<file path="config.mk">
export PLATFORM = sky130hd
export DESIGN_NAME = fetch_prefetch_queue
export DESIGN_NICKNAME = d
export VERILOG_FILES = /design/src/rtl/fetch_prefetch_queue.sv
export SDC_FILE = /design/constraint.sdc
export NUM_CORES = 1
export LEC_CHECK = 0
export ABC_AREA = 1
export BUFFER_PORTS_ARGS = -buffer_cell sky130_fd_sc_hd__buf_2
export CORE_MARGIN = 5
export CORE_UTILIZATION = 59
export DETAILED_ROUTE_END_ITERATION = 16
export PLACE_DENSITY_LB_ADDON = 0.1
export SETUP_SLACK_MARGIN = 0.1
export SLEW_MARGIN = 0
export SYNTH_ARGS = -nofsm -noshare
export SYNTH_HDL_FRONTEND = slang
export SYNTH_SLANG_ARGS = --single-unit
</file>
<file path="constraint.sdc">
create_clock -name clk -period 6.2 [get_ports clk]
set_input_delay 1.24 -clock clk [delete_from_list [all_inputs] [get_ports clk]]
set_output_delay 1.24 -clock clk [all_outputs]
set_load 0.01 [all_outputs]
</file>
<file path="src/rtl/fetch_prefetch_queue.sv">
// Sequential instruction prefetcher: issues word fetches under a credit limit, buffers
// in-order responses with their PCs, and drops responses made stale by a PC redirect.
module fetch_prefetch_queue #(
  parameter int          DEPTH    = 4,
  parameter logic [31:0] RESET_PC = 32'h0
) (
  input  logic        clk,
  input  logic        reset,
  output logic        mem_req_valid,
  output logic [31:0] mem_req_addr,
  input  logic        mem_req_ready,
  input  logic        mem_resp_valid,
  input  logic [31:0] mem_resp_data,
  input  logic        redirect_valid,
  input  logic [31:0] redirect_pc,
  input  logic        halt,
  output logic        out_valid,
  output logic [31:0] out_inst,
  output logic [31:0] out_pc,
  input  logic        out_ready
);

  localparam int CW = $clog2(DEPTH + 1);
  localparam int AW = $clog2(DEPTH);
  localparam logic [CW:0] DEPTH_W = (CW + 1)'(DEPTH);

  logic [31:0]   fetch_pc_reg, fetch_pc_next;
  logic [31:0]   resp_pc_reg, resp_pc_next;
  logic [CW-1:0] outstanding_reg, outstanding_next;
  logic [CW-1:0] discard_reg, discard_next;
  logic [CW-1:0] fifo_count_reg, fifo_count_next;
  logic [AW-1:0] rd_ptr_reg, rd_ptr_next;
  logic [AW-1:0] wr_ptr_reg, wr_ptr_next;

  logic [31:0] inst_mem [DEPTH];
  logic [31:0] pc_mem   [DEPTH];

  logic [CW:0]  credit_sum;
  logic [31:0]  redirect_aligned;
  logic         req_fire;
  logic         resp_live;
  logic         push;
  logic         pop;

  assign redirect_aligned = redirect_pc & ~32'h3;
  assign credit_sum       = {1'b0, outstanding_reg} + {1'b0, fifo_count_reg};

  // Live reset gating keeps the request line quiet while reset is held.
  assign mem_req_valid = reset && !halt && !redirect_valid && (credit_sum < DEPTH_W);
  assign mem_req_addr  = fetch_pc_reg;
  assign req_fire      = mem_req_valid && mem_req_ready;

  // A response with nothing outstanding is ignored so the counters cannot underflow.
  assign resp_live = mem_resp_valid && (outstanding_reg != '0);
  assign push      = resp_live && !redirect_valid && (discard_reg == '0);

  assign out_valid = (fifo_count_reg != '0) && !redirect_valid;
  assign pop       = out_valid && out_ready;
  assign out_inst  = (fifo_count_reg != '0) ? inst_mem[rd_ptr_reg] : 32'h0;
  assign out_pc    = (fifo_count_reg != '0) ? pc_mem[rd_ptr_reg]   : 32'h0;

  always_comb begin
    fetch_pc_next    = fetch_pc_reg;
    resp_pc_next     = resp_pc_reg;
    outstanding_next = outstanding_reg;
    discard_next     = discard_reg;
    fifo_count_next  = fifo_count_reg;
    rd_ptr_next      = rd_ptr_reg;
    wr_ptr_next      = wr_ptr_reg;

    if (req_fire && !resp_live) begin
      outstanding_next = outstanding_reg + CW'(1);
    end else if (!req_fire && resp_live) begin
      outstanding_next = outstanding_reg - CW'(1);
    end

    if (redirect_valid) begin
      fetch_pc_next   = redirect_aligned;
      resp_pc_next    = redirect_aligned;
      fifo_count_next = '0;
      rd_ptr_next     = '0;
      wr_ptr_next     = '0;
      // Everything still in flight after this edge predates the redirect.
      discard_next    = resp_live ? outstanding_reg - CW'(1) : outstanding_reg;
    end else begin
      if (req_fire) begin
        fetch_pc_next = fetch_pc_reg + 32'd4;
      end
      if (resp_live && (discard_reg != '0)) begin
        discard_next = discard_reg - CW'(1);
      end
      if (push) begin
        resp_pc_next = resp_pc_reg + 32'd4;
        wr_ptr_next  = wr_ptr_reg + AW'(1);
      end
      if (pop) begin
        rd_ptr_next = rd_ptr_reg + AW'(1);
      end
      if (push && !pop) begin
        fifo_count_next = fifo_count_reg + CW'(1);
      end else if (!push && pop) begin
        fifo_count_next = fifo_count_reg - CW'(1);
      end
    end
  end

  always_ff @(posedge clk) begin
    if (!reset) begin
      fetch_pc_reg    <= RESET_PC;
      resp_pc_reg     <= RESET_PC;
      outstanding_reg <= '0;
      discard_reg     <= '0;
      fifo_count_reg  <= '0;
      rd_ptr_reg      <= '0;
      wr_ptr_reg      <= '0;
    end else begin
      fetch_pc_reg    <= fetch_pc_next;
      resp_pc_reg     <= resp_pc_next;
      outstanding_reg <= outstanding_next;
      discard_reg     <= discard_next;
      fifo_count_reg  <= fifo_count_next;
      rd_ptr_reg      <= rd_ptr_next;
      wr_ptr_reg      <= wr_ptr_next;
    end
  end

  // Storage needs no reset: entries are only visible while fifo_count is nonzero.
  always_ff @(posedge clk) begin
    if (reset && push) begin
      inst_mem[wr_ptr_reg] <= mem_resp_data;
      pc_mem[wr_ptr_reg]   <= resp_pc_reg;
    end
  end

endmodule

</file>
# After elaboration in Yosys (flattened, before gate mapping)
# Memories as Yosys holds them, arrays and structs flattened. A register that Yosys moved wholly into a read port is not among the register bits.
# Index checks and enable logic that the tools add are counted.
dict set report totals {
  ramBits 256
  elab_cells 73
  ff_bits 77
  memories 2
  input_bits 71
}
dict set report op_classes {
  muxes 19
  n_lt_le_gt_ge 1
  addsub 10
  reduce_logical 31
  bitwise_logic 1
}
# memory depth word_bits read_ports rd_ports_with_merged_regs write_ports line_no
set memory_table {}
lappend memory_table {inst_mem 4 32 1 1 1 35} ;# logic [31:0] inst_mem [DEPTH];
lappend memory_table {pc_mem 4 32 1 1 1 36} ;# logic [31:0] pc_mem [DEPTH];
# op count
set ops {}
lappend ops {{$mux 32} 6}
lappend ops {{$add 32x3->32 const B} 2}
lappend ops {{$mux 3} 7}
lappend ops {{$logic_and 1x1->1} 15}
lappend ops {{$reduce_bool 2->1} 5}
lappend ops {{$reduce_bool 3->1} 3}
lappend ops {{$sub 3x1->3 const B} 3}
lappend ops {{$mux 2} 4}
lappend ops {{$add 3x1->3 const B} 2}
lappend ops {{$logic_not 1->1} 6}
lappend ops {{$add 2x1->2 const B} 2}
lappend ops {{$add 3x3->4} 1}
lappend ops {{$lt 4x3->1 const B} 1}
lappend ops {{$logic_not 3->1} 1}
lappend ops {{$mux 1} 2}
lappend ops {{$reduce_or 2->1} 1}
lappend ops {{$not 1->1} 1}

# Longest topological paths before layout
# Gate-level depths: netlist of the first run.
dict set report logic_depth {
  depth_word 9
  depth_mapped 13
  depth_no_buf 13
}

# Least setup slack after synthesis of the first run
# Ideal clock, no wire load.
dict set report synth_path {
  path_kind {input -> register}
  start {input reset}
  end {memory inst_mem[0][0], enable pin}
  setup_time_ns 0.482
  path_stages 5
  slack_ns 1.284
  t_arrival_ns 4.433
  required_ns 5.718
  n_path_buf 1
  cell_sequence {buf_2 inv_1 nor2_2 nand2_1 nor2_1}
}
dict set report synth_via {
  elab_chain_cells 3
}
# element line_no
set synth_rtl {}
lappend synth_rtl {{from (decl)} 8} ;# input logic reset,
lappend synth_rtl {{$logic_and 1x1->1} 129} ;# if (reset && push) begin
lappend synth_rtl {{$mux 1} 129}
lappend synth_rtl {{$mux 1 (not written as such)} 130} ;# inst_mem[wr_ptr_reg] <= mem_resp_data;
lappend synth_rtl {{to (decl)} 35}
# No other way between the ends.

==> results.ini, run 1 <==
[setup_path]
slowest_stage=inv_2
path_class=flip-flop to primary output
cp-end-kind=primary output
critical_path_arrival_ns=3.15
path_cells=inv_2, buf_4, o21ai_0, a21oi_1, buf_2
crit_path_max_fanout=63
rrSetupSlack_ns=3.17
reg2reg_from=outstanding_reg[0]
ff2ff_path_depth=11
required_ns=4.96
timing.rr.end=resp_pc_reg[8]
critPathLaunchType=flip-flop
slowest_delay_ns=0.76

[floorplan]
die_y_um=167.0
die_area_sq_um=27880
core.rowCount=57
ioPinCount=169
coreArea_sq_um=24320
die_w_um=167.0
initial_core_util_pct=59.79

[yosys]
synth_top_family_by_area=simple AND/OR/NAND/NOR gates
synthTopCellsByCount=343 x nor2_1, 248 x edfxtp_1, 220 x nand2_1
ys_ff_latch=323
synth-simple-area-share_pct=19.38
postSynthCellCount=1557
yosysUniqueCellTypes=38
async_reset_ff_share_pct=0
syn_area_sq_um=14540
synth_most_common_cell=nor2_1
ys_seq_area_share_pct=61.54
yosysTopAreaCellShare_pct=51.22
synth_edf_count=248
yosys.area.top_type=edfxtp_1
synth-main-ff-cell=edfxtp_1
synth_compound_area_share_pct=12.00
synth_warnings=0
synthAdderAreaFrac_pct=1.428
yosys-top-cells-area=edfxtp_1 51%, dfxtp_1 10%, nor2_1 8.9%
avgSynthCellArea_sq_um=9.339
synth-xor-area-share_pct=0.6024
synthMuxAreaShare_pct=0

[clock_network]
h-tree-depth=1
clock_sinks=323
cts_root_buffer=clkbuf_16
cts_resized=0
post_cts_buffers=0
path_clk_slew_ns=0.06
clock_latency_ns=0.54
clk_path_buf_depth=3
cts-buffers-inserted=31
hold_buffers=0
cts_tree=yes

[pwr]
p_leak_nw=6.386
fin_total_pwr_mw=5.014
ir_drop_uv=194.2
pwr_density_cell_nw_per_um2=300.2

[global_routing]
grtUsageTotal_pct=24.14
grt_pass1_vias=11029
antenna_found_initial=0
grt_pass1_wl_um=55630
grt_max_degree=70
grt_overflow=0

[route]
viasPerCell=5.497
routed_wl_um=34140
dr.pass1.iters=5
vias=11252
drc=0
wl_per_cell_um=16.68
drt-initial-drc-count=955
drtAntennaViolNets=0

[hold_path]
hold_start=rd_ptr_reg[0]
whs_path_depth=2
hold_path.class=flip-flop to flip-flop

[placement]
dp_hpwl_um=20990
gp_congestion=0.9226
portBuffers=162
place_ws_ns=2.362
place_inst=1990
place_area_sq_um=15630

[timing]
hold_violations=0
timing.final.crit_share_pct=70.86
fin_tns_setup_ns=0
fin_skew_ns=0.01777
rsz0062_at_grt=false
fmax_ghz=0.2276
tightestPinTransition_ns=1.234
period_minus_slack_ns=4.393
timing.hold.ws_ns=0.4645
setup_violations=0
slew_violations=0
relSlewSlack_pct=17.46
timing.final.ws_setup_ns=1.807

[final_layout]
num_antenna_cells=0
top_register=inst_mem
reg.largest.list=inst_mem (128), pc_mem (120)
largest_reg_flops=128
postLayoutCoreUtil_pct=68.68
synthToLayoutAreaGrowth_pct=14.87
final_nets=1786
layout.cells.non_filler=2047
drive_gt1_share_pct=14.97
final_area_sq_um=16700

[outcome]
outcome=finished clean

[job]
max_cap_violations=0

-- power by group --
group	switching (mW)	total [mW]	internal, mW
Combinational	0.365	0.552	0.188
Clock	0.763	1.96	1.20
Sequential	0.0851	2.50	2.41
-- layer usage --
metal,vias to the layer above,track usage [%],wire length (um)
met5,-,0,0
met3,62,2.986,2415
met4,0,7.613,914
met2,404,40.10,16190
met1,5232,33.55,14620
li1,5554,-,-
-- how the worst max path moves through the flow --
| stage | from | to | slack, ns |
|---|---|---|---|
| 3_3_place_gp | flip-flop | out_pc[17] | 2.38 |
| 2_1_floorplan | reset | inst_mem[0][0] | 1.28 |
| 5_1_grt | flip-flop | out_pc[20] | 1.57 |
| 3_5_place_dp | flip-flop | out_pc[20] | 2.36 |
| 6_report | flip-flop | out_pc[20] | 1.81 |
| 4_1_cts | flip-flop | out_pc[20] | 1.75 |
-- cells by family after synthesis --
group                      Yosys count
AOI/OAI and AO/OA                  340
xor gates and xnor gates            10
adders and majority gates           16
buffers and inverters              182
DFF                                323
other                                1
and+or+nand+nor                    685
-- worst max-delay path: cells and delay by family, from the launching register on --
family	cells	cell delay (ns)
flip-flops	1	0.52
buffers and inverters	3	1.54
AO/OA/AOI/OAI	2	0.50
-- layout by cell type (no fill, tap or decap), types with 5 or more instances in the layout --
master / instances
clkbuf_16: 31
nor2_1: 339
nand3_1: 83
nor3_1: 7
nand2_1: 220
buf_2: 162
edfxtp_1: 248
o21ai_0: 195
nor2_2: 6
a21oi_1: 122
clkbuf_1: 7
dfxtp_1: 73
buf_4: 15
ha_1: 15
xor2_1: 5
xnor2_1: 5
inv_1: 102
nor2_4: 10
bufinv_16: 6
nand4_1: 6
inv_2: 6
a31oi_1: 8
clkinv_1: 5
o211ai_1: 6
-- layout make-up --
cell class	instances	area (sq um)
clock buffers	41	843.3
clock inverters	16	234.0
fillers	1893	7617
inverters	110	412.9
multi-input cells	1055	4910
flip-flops and latches	323	8954
well taps	324	405.4
repair buffers	178	943.4
Note: power is estimated with default switching activity, not from simulation.
==> run 2: changes to the inputs <==
Clock period 6.2 ns to 4.1 ns, I/O delays scaled along.
==> results.ini, run 2 (synthesized netlist as in run 1, its figures left out) <==
[outcome]
outcome=finished clean

[route]
viasPerCell=5.533
drt-initial-drc-count=949
drtAntennaViolNets=0
routed_wl_um=34290
vias=11331
wl_per_cell_um=16.74
drc=0
dr.pass1.iters=6

[clock_network]
cts_root_buffer=clkbuf_16
cts-buffers-inserted=31
post_cts_buffers=0
cts_tree=yes
clk_path_buf_depth=3
path_clk_slew_ns=0.06
clock_sinks=323
h-tree-depth=1
clock_latency_ns=0.55

[timing]
slew_violations=0
timing.hold.ws_ns=0.4696
rsz0062_at_grt=false
tightestPinTransition_ns=0.9726
setup_violations=0
hold_violations=0
fin_skew_ns=0.01339
relSlewSlack_pct=34.95
period_minus_slack_ns=3.596
timing.final.ws_setup_ns=0.5035
timing.final.crit_share_pct=87.72
fmax_ghz=0.2781

[final_layout]
num_antenna_cells=0
top_register=inst_mem
final_area_sq_um=16710
reg.largest.list=inst_mem (128), pc_mem (120)
final_nets=1788
synthToLayoutAreaGrowth_pct=14.92
layout_common_cells=339 x nor2_1, 248 x edfxtp_1, 220 x nand2_1
drive_gt1_share_pct=15.02
largest_reg_flops=128
final_common_cell=nor2_1
postLayoutCoreUtil_pct=68.71

[job]
max_cap_violations=0

[setup_path]
crit_path_max_fanout=70
required_ns=3.28
path_class=flip-flop to primary output
critPathLaunchType=flip-flop
cp-end-kind=primary output
critical_path_arrival_ns=2.78

[placement]
gp_congestion=0.9075
dp_hpwl_um=21440
place_ws_ns=0.7823
place_area_sq_um=15700
portBuffers=162

[pwr]
p_leak_nw=6.375
fin_total_pwr_mw=7.430
pwr_density_cell_nw_per_um2=444.6
ir_drop_uv=322.7

[floorplan]
initial_core_util_pct=59.79
ioPinCount=169
die_w_um=167.0
die_y_um=167.0
die_area_sq_um=27880
core.rowCount=57
coreArea_sq_um=24320

[global_routing]
grt_pass1_vias=11055
grtUsageTotal_pct=24.12
grt_pass1_wl_um=55350
grt_max_degree=71
antenna_found_initial=0
grt_overflow=0

[hold_path]
hold_path.class=flip-flop to flip-flop

==> run 2: cell type report <==
class / count / area [sq um]
clock buffer: 31 / 775.7
clock inverter: 25 / 229.0
fill: 1910 / 7610
inverter: 110 / 415.4
multi-input combinational: 1055 / 4910
sequential: 323 / 8954
tap: 324 / 405.4
timing repair buffer: 180 / 1021
==> run 2: path summary, 6_finish.rpt <==
check,slack [ns],start,cells past startpoint,endpoint
worst max-delay path,0.50,flip-flop,6,out_inst[28]
worst max register to register,0.95,outstanding_reg[0],9,pc_mem[3][3]
worst min-delay path,0.47,rd_ptr_reg[1],2,flip-flop
worst min register to register,0.47,rd_ptr_reg[1],2,flip-flop
==> run 2: worst max-delay path, stage by stage, from the launching register on <==
cell and delay, ns:
dfxtp_4 0.75, buf_4 0.71, nor2_1 0.12, nor2_1 0.11
o21ai_0 0.11, a21oi_1 0.20, buf_2 0.16
==> run 2: what timing repair did <==
item | 4_1_cts | 5_1_grt
resized for setup | 0 | 2
endpoints found under the setup margin | 0 | 29
hold buffers | 0 | 0
==> run 2: stage by stage <==
step,instances,setup TNS (ns)
after floorplan,1560,-98.12
after global placement,1992,0
after detailed placement,1992,0
after CTS,2048,0
after global routing,2048,0
final,2048,0
==> run 2: power by group <==
| part | switching, mW | total (mW) | internal (mW) |
|---|---|---|---|
| Combinational | 0.557 | 0.858 | 0.301 |
| Sequential | 0.126 | 3.77 | 3.65 |
| Clock | 1.18 | 2.80 | 1.62 |
| Total | 1.86 | 7.43 | 5.57 |
==> run 2: layer usage <==
metal / routed length [um] / GRT usage, % / share of wire [%]
met5: 0 / 0 / 0
met1: 14430 / 32.00 / 42
met2: 16610 / 41.25 / 48
met4: 962 / 7.969 / 2.8
met3: 2280 / 3.389 / 6.6
==> run 3: changes to the inputs <==
Settings changed: MAX_ROUTING_LAYER from default to met4.
==> results.ini, run 3 (synthesized netlist as in run 1, its figures left out) <==
[route]
viasPerCell=5.526
wl_per_cell_um=16.73
drt-initial-drc-count=849
drc=0
routed_wl_um=34260
dr.pass1.iters=5
vias=11317
drtAntennaViolNets=0

[placement]
place_area_sq_um=15700
gp_congestion=0.9240
place_ws_ns=0.7823
place_inst=1992
portBuffers=162
dp_hpwl_um=21440

[global_routing]
grt.busiest_layer=met2
grt_max_degree=71
grt.met1_usage_pct=32.17
use_met3_pct=3.010
grt_overflow=0
use_met2_pct=41.32
grt_pass1_vias=11046
antenna_found_initial=0
grtUsageTotal_pct=24.84
grt_pass1_wl_um=55350

[timing]
timing.hold.ws_ns=0.4696
slew_violations=0
tightestPinTransition_ns=0.9675
fmax_ghz=0.2778
timing.final.crit_share_pct=87.81
period_minus_slack_ns=3.600
timing.final.ws_setup_ns=0.4998
rsz0062_at_grt=false
hold_violations=0
fin_skew_ns=0.01263
relSlewSlack_pct=35.29
setup_violations=0

[hold_path]
hold_path.class=flip-flop to flip-flop
hold_start=rd_ptr_reg[1]
whs_path_depth=2

[floorplan]
coreArea_sq_um=24320
die_w_um=167.0
die_area_sq_um=27880
initial_core_util_pct=59.79
core.rowCount=57
ioPinCount=169
die_y_um=167.0

[setup_path]
timing.rr.end=pc_mem[3][3]
ff2ff_path_depth=9
critPathLaunchType=flip-flop
reg2reg_from=outstanding_reg[0]
cp-end-kind=primary output
required_ns=3.28
path_class=flip-flop to primary output
rrSetupSlack_ns=0.95
crit_path_max_fanout=70
critical_path_arrival_ns=2.78

[clock_network]
h-tree-depth=1
cts_tree=yes
post_cts_buffers=0
clock_sinks=323
clock_latency_ns=0.55
cts_root_buffer=clkbuf_16
path_clk_slew_ns=0.06
clk_path_buf_depth=3
cts-buffers-inserted=31

[job]
max_cap_violations=0

[final_layout]
synthToLayoutAreaGrowth_pct=14.92
final_common_cell=nor2_1
reg.largest.list=inst_mem (128), pc_mem (120)
layout_common_cells=339 x nor2_1, 248 x edfxtp_1, 220 x nand2_1
final_nets=1788
drive_gt1_share_pct=15.02
top_register=inst_mem
num_antenna_cells=0
layout.cells.non_filler=2048
final_area_sq_um=16710
n_fill_cell=1910
largest_reg_flops=128
multi_input_area_sq_um=4910
regArea_sq_um=8954

[pwr]
ir_drop_uv=322.5
p_leak_nw=6.375
pwr_density_cell_nw_per_um2=444.6
fin_total_pwr_mw=7.429

[outcome]
outcome=finished clean

run 3: cell counts in the layout (fill, tap and decap cells not counted):
Identical to the previous run, type by type.
run 3: critical path, stage by stage, from the launching register on:
cell	delay, ns
dfxtp_4	0.76
buf_4	0.72
nor2_1	0.12
nor2_1	0.11
o21ai_0	0.09
a21oi_1	0.24
buf_2	0.17
run 3: power breakdown:
part / internal (mW) / switching, mW
registers: 3.65 / 0.126
clock network: 1.62 / 1.17
logic: 0.301 / 0.558
total: 5.57 / 1.86
run 3: how the worst max path moves through the flow:
stage,end,start,slack [ns]
6_report,out_pc[6],flip-flop,0.50
5_1_grt,out_inst[29],flip-flop,0.28
4_1_cts,out_inst[22],flip-flop,0.19
3_5_place_dp,out_inst[22],flip-flop,0.78
3_3_place_gp,out_inst[16],flip-flop,0.83
2_1_floorplan,inst_mem[0][0],reset,-0.40
run 3: timing repair:
action,CTS,global route
gates resized for setup,0,2
hold buffers,0,0
setup endpoints to repair,0,29
run 3: metal layers:
layer / wire length (um) / part of all wire, %
met2: 16520 / 48
met1: 14610 / 43
met4: 974 / 2.8
met3: 2155 / 6.3
met5: 0 / 0
run 3: layout make-up:
| class | count | share of cell area (%) |
|---|---|---|
| Tap cell | 324 | 2.426 |
| Inverter | 110 | 2.486 |
| Clock inverter | 25 | 1.370 |
| Timing Repair Buffer | 180 | 6.110 |
| Sequential cell | 323 | 53.58 |
| Clock buffer | 31 | 4.642 |
| Multi-Input combinational cell | 1055 | 29.38 |
run 3: per-stage QoR:
stage          util [%]  TNS [ns]
3_3_place_gp      64.57         0
3_5_place_dp      64.57         0
2_1_floorplan         -    -98.12
6_report          68.71         0
5_1_grt           68.71         0
4_1_cts           68.70         0
